--- src/rtl/matrix_pair_packer_if.sv ---
// Stream-in / pair-out handshake bundle for matrix_pair_packer.
// The slave modport is the packer side; the master modport is the producer/consumer side.
interface matrix_pair_packer_if #(
  parameter int ELEM_W = 16
);
  logic [ELEM_W-1:0]    s_data;
  logic                 s_valid;
  logic                 s_last;
  logic                 s_ready;
  logic [18*ELEM_W-1:0] ab;
  logic                 ab_valid;
  logic                 ab_ready;

  modport master (
    output s_data,
    output s_valid,
    output s_last,
    output ab_ready,
    input  s_ready,
    input  ab,
    input  ab_valid
  );

  modport slave (
    input  s_data,
    input  s_valid,
    input  s_last,
    input  ab_ready,
    output s_ready,
    output ab,
    output ab_valid
  );
endinterface

--- src/rtl/matrix_pair_packer.sv ---
// Collects 18 serial elements (3x3 A then 3x3 B, row-major) into one packed {A, B} word.
// Element 0 lands at the MSBs and element 17 at the LSBs; the word is held until consumed.
module matrix_pair_packer #(
  parameter int ELEM_W = 16
) (
  input  logic                     system1000,
  input  logic                     system1000_rstn,
  matrix_pair_packer_if.slave      bus,
  input  logic                     flush,
  output logic                     frame_err,
  output logic [4:0]               fill_cnt
);

  typedef enum logic {
    ST_FILL = 1'b0,
    ST_HOLD = 1'b1
  } state_e;

  localparam logic [4:0] LAST_IDX = 5'd17;

  state_e               state_q, state_d;
  logic [4:0]           fill_cnt_q, fill_cnt_d;
  logic [18*ELEM_W-1:0] ab_q, ab_d;
  logic                 s_ready_q, s_ready_d;
  logic                 ab_valid_q, ab_valid_d;
  logic                 frame_err_q, frame_err_d;
  logic [4:0]           slot_s;
  logic                 elem_xfer_s;
  logic                 out_xfer_s;

  // Next-state decode; flush overrides every other event in the same cycle.
  always_comb begin
    state_d     = state_q;
    fill_cnt_d  = fill_cnt_q;
    ab_d        = ab_q;
    s_ready_d   = s_ready_q;
    ab_valid_d  = ab_valid_q;
    frame_err_d = 1'b0;
    slot_s      = LAST_IDX - fill_cnt_q;
    elem_xfer_s = s_ready_q & bus.s_valid;
    out_xfer_s  = ab_valid_q & bus.ab_ready;

    if (flush) begin
      state_d    = ST_FILL;
      fill_cnt_d = 5'd0;
      s_ready_d  = 1'b1;
      ab_valid_d = 1'b0;
    end else begin
      case (state_q)
        ST_FILL: begin
          s_ready_d  = 1'b1;
          ab_valid_d = 1'b0;
          if (elem_xfer_s) begin
            if (fill_cnt_q == LAST_IDX) begin
              if (bus.s_last) begin
                ab_d[slot_s*ELEM_W +: ELEM_W] = bus.s_data;
                fill_cnt_d = 5'd0;
                state_d    = ST_HOLD;
                s_ready_d  = 1'b0;
                ab_valid_d = 1'b1;
              end else begin
                fill_cnt_d  = 5'd0;
                frame_err_d = 1'b1;
              end
            end else if (fill_cnt_q < LAST_IDX) begin
              if (bus.s_last) begin
                fill_cnt_d  = 5'd0;
                frame_err_d = 1'b1;
              end else begin
                ab_d[slot_s*ELEM_W +: ELEM_W] = bus.s_data;
                fill_cnt_d = fill_cnt_q + 5'd1;
              end
            end else begin
              // Counter beyond the frame length cannot occur legally; recover as a framing error.
              fill_cnt_d  = 5'd0;
              frame_err_d = 1'b1;
            end
          end else begin
            fill_cnt_d = fill_cnt_q;
          end
        end
        ST_HOLD: begin
          if (out_xfer_s) begin
            state_d    = ST_FILL;
            s_ready_d  = 1'b1;
            ab_valid_d = 1'b0;
          end else begin
            s_ready_d  = 1'b0;
            ab_valid_d = 1'b1;
          end
        end
        default: begin
          state_d    = ST_FILL;
          fill_cnt_d = 5'd0;
          s_ready_d  = 1'b1;
          ab_valid_d = 1'b0;
        end
      endcase
    end
  end

  // State and registered outputs; reset clears the packed word as well.
  always_ff @(posedge system1000 or negedge system1000_rstn) begin
    if (!system1000_rstn) begin
      state_q     <= ST_FILL;
      fill_cnt_q  <= 5'd0;
      ab_q        <= '0;
      s_ready_q   <= 1'b0;
      ab_valid_q  <= 1'b0;
      frame_err_q <= 1'b0;
    end else begin
      state_q     <= state_d;
      fill_cnt_q  <= fill_cnt_d;
      ab_q        <= ab_d;
      s_ready_q   <= s_ready_d;
      ab_valid_q  <= ab_valid_d;
      frame_err_q <= frame_err_d;
    end
  end

  assign bus.s_ready  = s_ready_q;
  assign bus.ab       = ab_q;
  assign bus.ab_valid = ab_valid_q;
  assign frame_err    = frame_err_q;
  assign fill_cnt     = fill_cnt_q;

endmodule

--- src/flat_wrapper.sv ---
// flat-port wrapper written by rule: the top's interface ports become plain ports
module matrix_pair_packer_flat 
#(
  parameter int ELEM_W = 16
)
  (system1000, system1000_rstn, flush, frame_err, fill_cnt, bus_s_data, bus_s_valid, bus_s_last, bus_ab_ready, bus_s_ready, bus_ab, bus_ab_valid);
  matrix_pair_packer_if #(.ELEM_W(ELEM_W)) bus_i ();
  input  logic system1000;
  input  logic system1000_rstn;
  input  logic flush;
  output logic frame_err;
  output logic [4:0] fill_cnt;
  input wire logic [$bits(bus_i.s_data)-1:0] bus_s_data;
  input wire logic [$bits(bus_i.s_valid)-1:0] bus_s_valid;
  input wire logic [$bits(bus_i.s_last)-1:0] bus_s_last;
  input wire logic [$bits(bus_i.ab_ready)-1:0] bus_ab_ready;
  output wire logic [$bits(bus_i.s_ready)-1:0] bus_s_ready;
  output wire logic [$bits(bus_i.ab)-1:0] bus_ab;
  output wire logic [$bits(bus_i.ab_valid)-1:0] bus_ab_valid;
  assign bus_i.s_data = bus_s_data;
  assign bus_i.s_valid = bus_s_valid;
  assign bus_i.s_last = bus_s_last;
  assign bus_i.ab_ready = bus_ab_ready;
  assign bus_s_ready = bus_i.s_ready;
  assign bus_ab = bus_i.ab;
  assign bus_ab_valid = bus_i.ab_valid;
  matrix_pair_packer #(.ELEM_W(ELEM_W)) u_core (.system1000(system1000), .system1000_rstn(system1000_rstn), .bus(bus_i), .flush(flush), .frame_err(frame_err), .fill_cnt(fill_cnt));
endmodule
--- config.mk ---
export PLATFORM = sky130hd
export DESIGN_NAME = matrix_pair_packer_flat
export DESIGN_NICKNAME = d
export VERILOG_FILES = /design/src/rtl/matrix_pair_packer_if.sv /design/src/rtl/matrix_pair_packer.sv /design/src/flat_wrapper.sv
export SDC_FILE = /design/constraint.sdc
export NUM_CORES = 1
export LEC_CHECK = 0
export CORE_UTILIZATION = 50
export CTS_CLUSTER_SIZE = 14
export DETAILED_ROUTE_END_ITERATION = 16
export PLACE_DENSITY = 0.84
export SLEW_MARGIN = 0
export SYNTH_ARGS = -nofsm -noshare
export SYNTH_HDL_FRONTEND = slang
export SYNTH_SLANG_ARGS = --single-unit
export TNS_END_PERCENT = 20
--- constraint.sdc ---
create_clock -name system1000 -period 3.8 [get_ports system1000]
set_input_delay 0.95 -clock system1000 [delete_from_list [all_inputs] [get_ports system1000]]
set_output_delay 0.95 -clock system1000 [all_outputs]
set_load 0.005 [all_outputs]
==> impl_metrics.yaml <==
routing:
  first_pass_iters: 5
  antenna_left: 0
  top_layer: "met4"
  met2_length_mm: 18.7
  post_drt_wl_per_cell_um: 23.0
  met3_length_mm: 3.35
  wirelength_mm: 39.7
  drc_errors: 0
  drt_iter0_drc: 830
  vias: 10100
  vias_per_cell: 5.83
  m1WireLength_mm: 16.2
critical_path:
  path_buf_inv: 2
  start_kind: "flop"
  path_max_fanout: 27
  worstPathArrival_ps: 3870
  cp-end-kind: "flop"
  crit_type: "flop to flop"
  cp_slowest_cell: "or4_1"
  cp_common_cell: "ha_1"
  path_cells: "inv_1 > ha_1 > nand2b_1 > nor2_1 > ha_1 > nand2_2 > buf_4 > or4_1 > o21ai_0"
  cp_slowest_stage_delay_ps: 840
  crit_family: "simple AND/OR/NAND/NOR gates"
  worstPathRequired_ps: 4250
synth:
  synth.distinct_cells: 59
  netlist_instances: 1066
  yosysSeqAreaShare: 0.577
  ys_top_cells_by_count: "296 x dfrtp_1, 181 x mux2_2, 94 x nand2_1, 76 x o21ai_0, 47 x clkbuf_1"
  yosysMostFrequentCell: "dfrtp_1"
  yosys.area.top_type: "dfrtp_1"
  ys_warn_count: 0
  synth_ff_type: "dfrtp_1"
  yosys.area.top_type_share: 0.577
  synthesis.nets: 1097
  synth_edf_count: 0
  async_reset_ff_frac: 1.00
  ys_seq_elements: 296
  ys_top_cells_by_area: "dfrtp_1 58%, mux2_2 16%, o21ai_0 3.0%"
  syn_area_per_cell_um2: 12.0
  netlist_area_um2: 12800
pwr:
  power_frac_comb: 0.150
  total_power_uw: 7220
  ir_worst_vdd_mv: 0.295
  pwr-share-clk: 0.375
  power_frac_seq: 0.475
  p_leak_uw: 0.00796
  p_per_area_nw_per_um2: 416
  swShare: 0.257
  intPower_uw: 5370
  switchingPower_uw: 1860
finish:
  antennaDiodeCount: 0
  stdcell_area_um2: 17400
  layout.nets: 1408
  drive_above_1_share: 0.207
  multi_input_area_um2: 5040
  fill_cells: 1834
  final_util: 0.689
  regArea_um2: 7410
  area_delta_synth_final_pct: 35.2
sta:
  tightest_slew_ps: 1270
  finalCritPeriodShare: 0.900
  rsz0062_at_grt: "false"
  setup_violations: 0
  fmax_ghz: 0.292
  max_slew_margin: 0.155
  final.min_clock_period_ps: 3420
  tns_ps: 0
  skew_ps: 10.9
  hold_viol_final: 0
  drv_slew: 0
die:
  die_area_um2: 26300
  pin_count: 318
  die_x_um: 162
  fp-row-count: 58
  core_um2: 25200
  die_y_um: 162
  initial_core_util: 0.510
global_route:
  grt_max_degree: 99
  grt_overflow: 0
  antenna_found_initial: 0
  track_usage: 0.305
  grt_pass1_wl_mm: 61.0
  grt_pass1_vias: 10400
run:
  cap_viol_max_count: 0
clock_tree:
  clkTransAtPathRegs_ps: 70
  insertion_delay_ps: 550
  cts_tree: "done"
  cts_buffers: 29
  cts_root_buffer: "clkbuf_16"
  htreeDepth: 1
  cts_sinks: 296
  ctsLongestPathBuffers: 3
placement:
  gp_congestion: 0.887
  numPortBuffers: 317
  place_hpwl_mm: 27.0
  placed_area_um2: 16500
hold_path:
  hp-class: "input pin to asynchronous set/reset pin"
status:
  status: "completed"
[routing by layer]
layer / up-vias / GRT usage
li1: 4388 / -
met1: 5149 / 0.407
met2: 452 / 0.480
met3: 92 / 0.0705
met4: 0 / 0.126
met5: - / 0
[stage by stage]
| step | instances | worst slack (ps) | hold slack, ps |
|---|---|---|---|
| floorplan | 1066 | 458 | 473 |
| global placement | 1676 | 232 | 462 |
| detailed placement | 1676 | 117 | 473 |
| CTS | 1729 | 289 | 487 |
| global route | 1729 | 98.8 | 502 |
| finish | 1729 | 379 | 424 |
[kinds of logic (layout without fill, tap and decap cells)]
kind of cell | count (synthesis) | in the layout | synth area share
XOR/XNOR | 6 | 6 | 0.00585
multiplexers | 198 | 198 | 0.172
adder cells (fa/ha/maj) | 9 | 9 | 0.00877
AO/OA/AOI/OAI | 158 | 158 | 0.0828
flip-flops | 296 | 296 | 0.577
buffers and inverters | 100 | 433 | 0.0337
AND/OR/NAND/NOR | 299 | 299 | 0.120
[layout by cell type, fill, tap and decap left out, drive strengths merged, types with 3 or more instances in the layout]
cell and n:
a21oi 6, o2bb2ai 16, clkdlybuf4s50 316, buf 43, mux2 182, xnor2 4
mux2i 16, o31ai 33, nor2 27, nor3 31, nand2b 3, nor4b 5
nor2b 4, nand3 46, or3 3, o21ai 83, and3 37, clkbuf 46
nand2 97, dfrtp 296, inv 22, nand4 3, clkinv 5, and2 31
o2111ai 7, ha 9
[worst paths after layout]
check,to,slack (ps),startpoint,cells after the start
worst max-delay path,u_core.bus.ab[267]$_DFFE_PN0P_,380,u_core.fill_cnt[2]$_DFFE_PN0P_,9
worst min-delay path,u_core.bus.ab[278]$_DFFE_PN0P_,420,system1000_rstn,1
worst max register to register,u_core.bus.ab[267]$_DFFE_PN0P_,380,u_core.fill_cnt[2]$_DFFE_PN0P_,9
worst min register to register,u_core.bus.ab[76]$_DFFE_PN0P_,490,u_core.bus.ab[76]$_DFFE_PN0P_,2
max in group asynchronous,u_core.bus.ab[42]$_DFFE_PN0P_,2510,system1000_rstn,2
min in group system1000,u_core.bus.ab[76]$_DFFE_PN0P_,490,u_core.bus.ab[76]$_DFFE_PN0P_,2
[power by group through the flow]
stage          clock, µW  combinational (µW)  sequential, µW
2_1_floorplan          0                 391            3490
3_3_place_gp           0                1050            3470
4_1_cts             2730                1090            3430
3_5_place_dp           0                1080            3490
5_1_grt             2860                1160            3440
6_report            2710                1080            3430
[state kept, by name, indices dropped and copies added (netlist names)]
register and cells:
u_core.bus.s_ready 1, u_core.bus.ab 288, u_core.state_q 1, u_core.frame_err 1
u_core.fill_cnt 5
[cell type report]
type | count | share of cell area
clock buffer | 46 | 0.0484
sequential | 296 | 0.427
timing repair buffer | 359 | 0.204
inverter | 21 | 0.00454
tap | 330 | 0.0238
multi-input combinational | 670 | 0.290
clock inverter | 7 | 0.00238
[timing repair]
item | in CTS | in global routing
buffers inserted | 0 | 0
gates resized for setup | 0 | 1
setup endpoints to repair | 0 | 1
hold buffers | 0 | 0
Note: power is estimated with default switching activity, not from simulation.
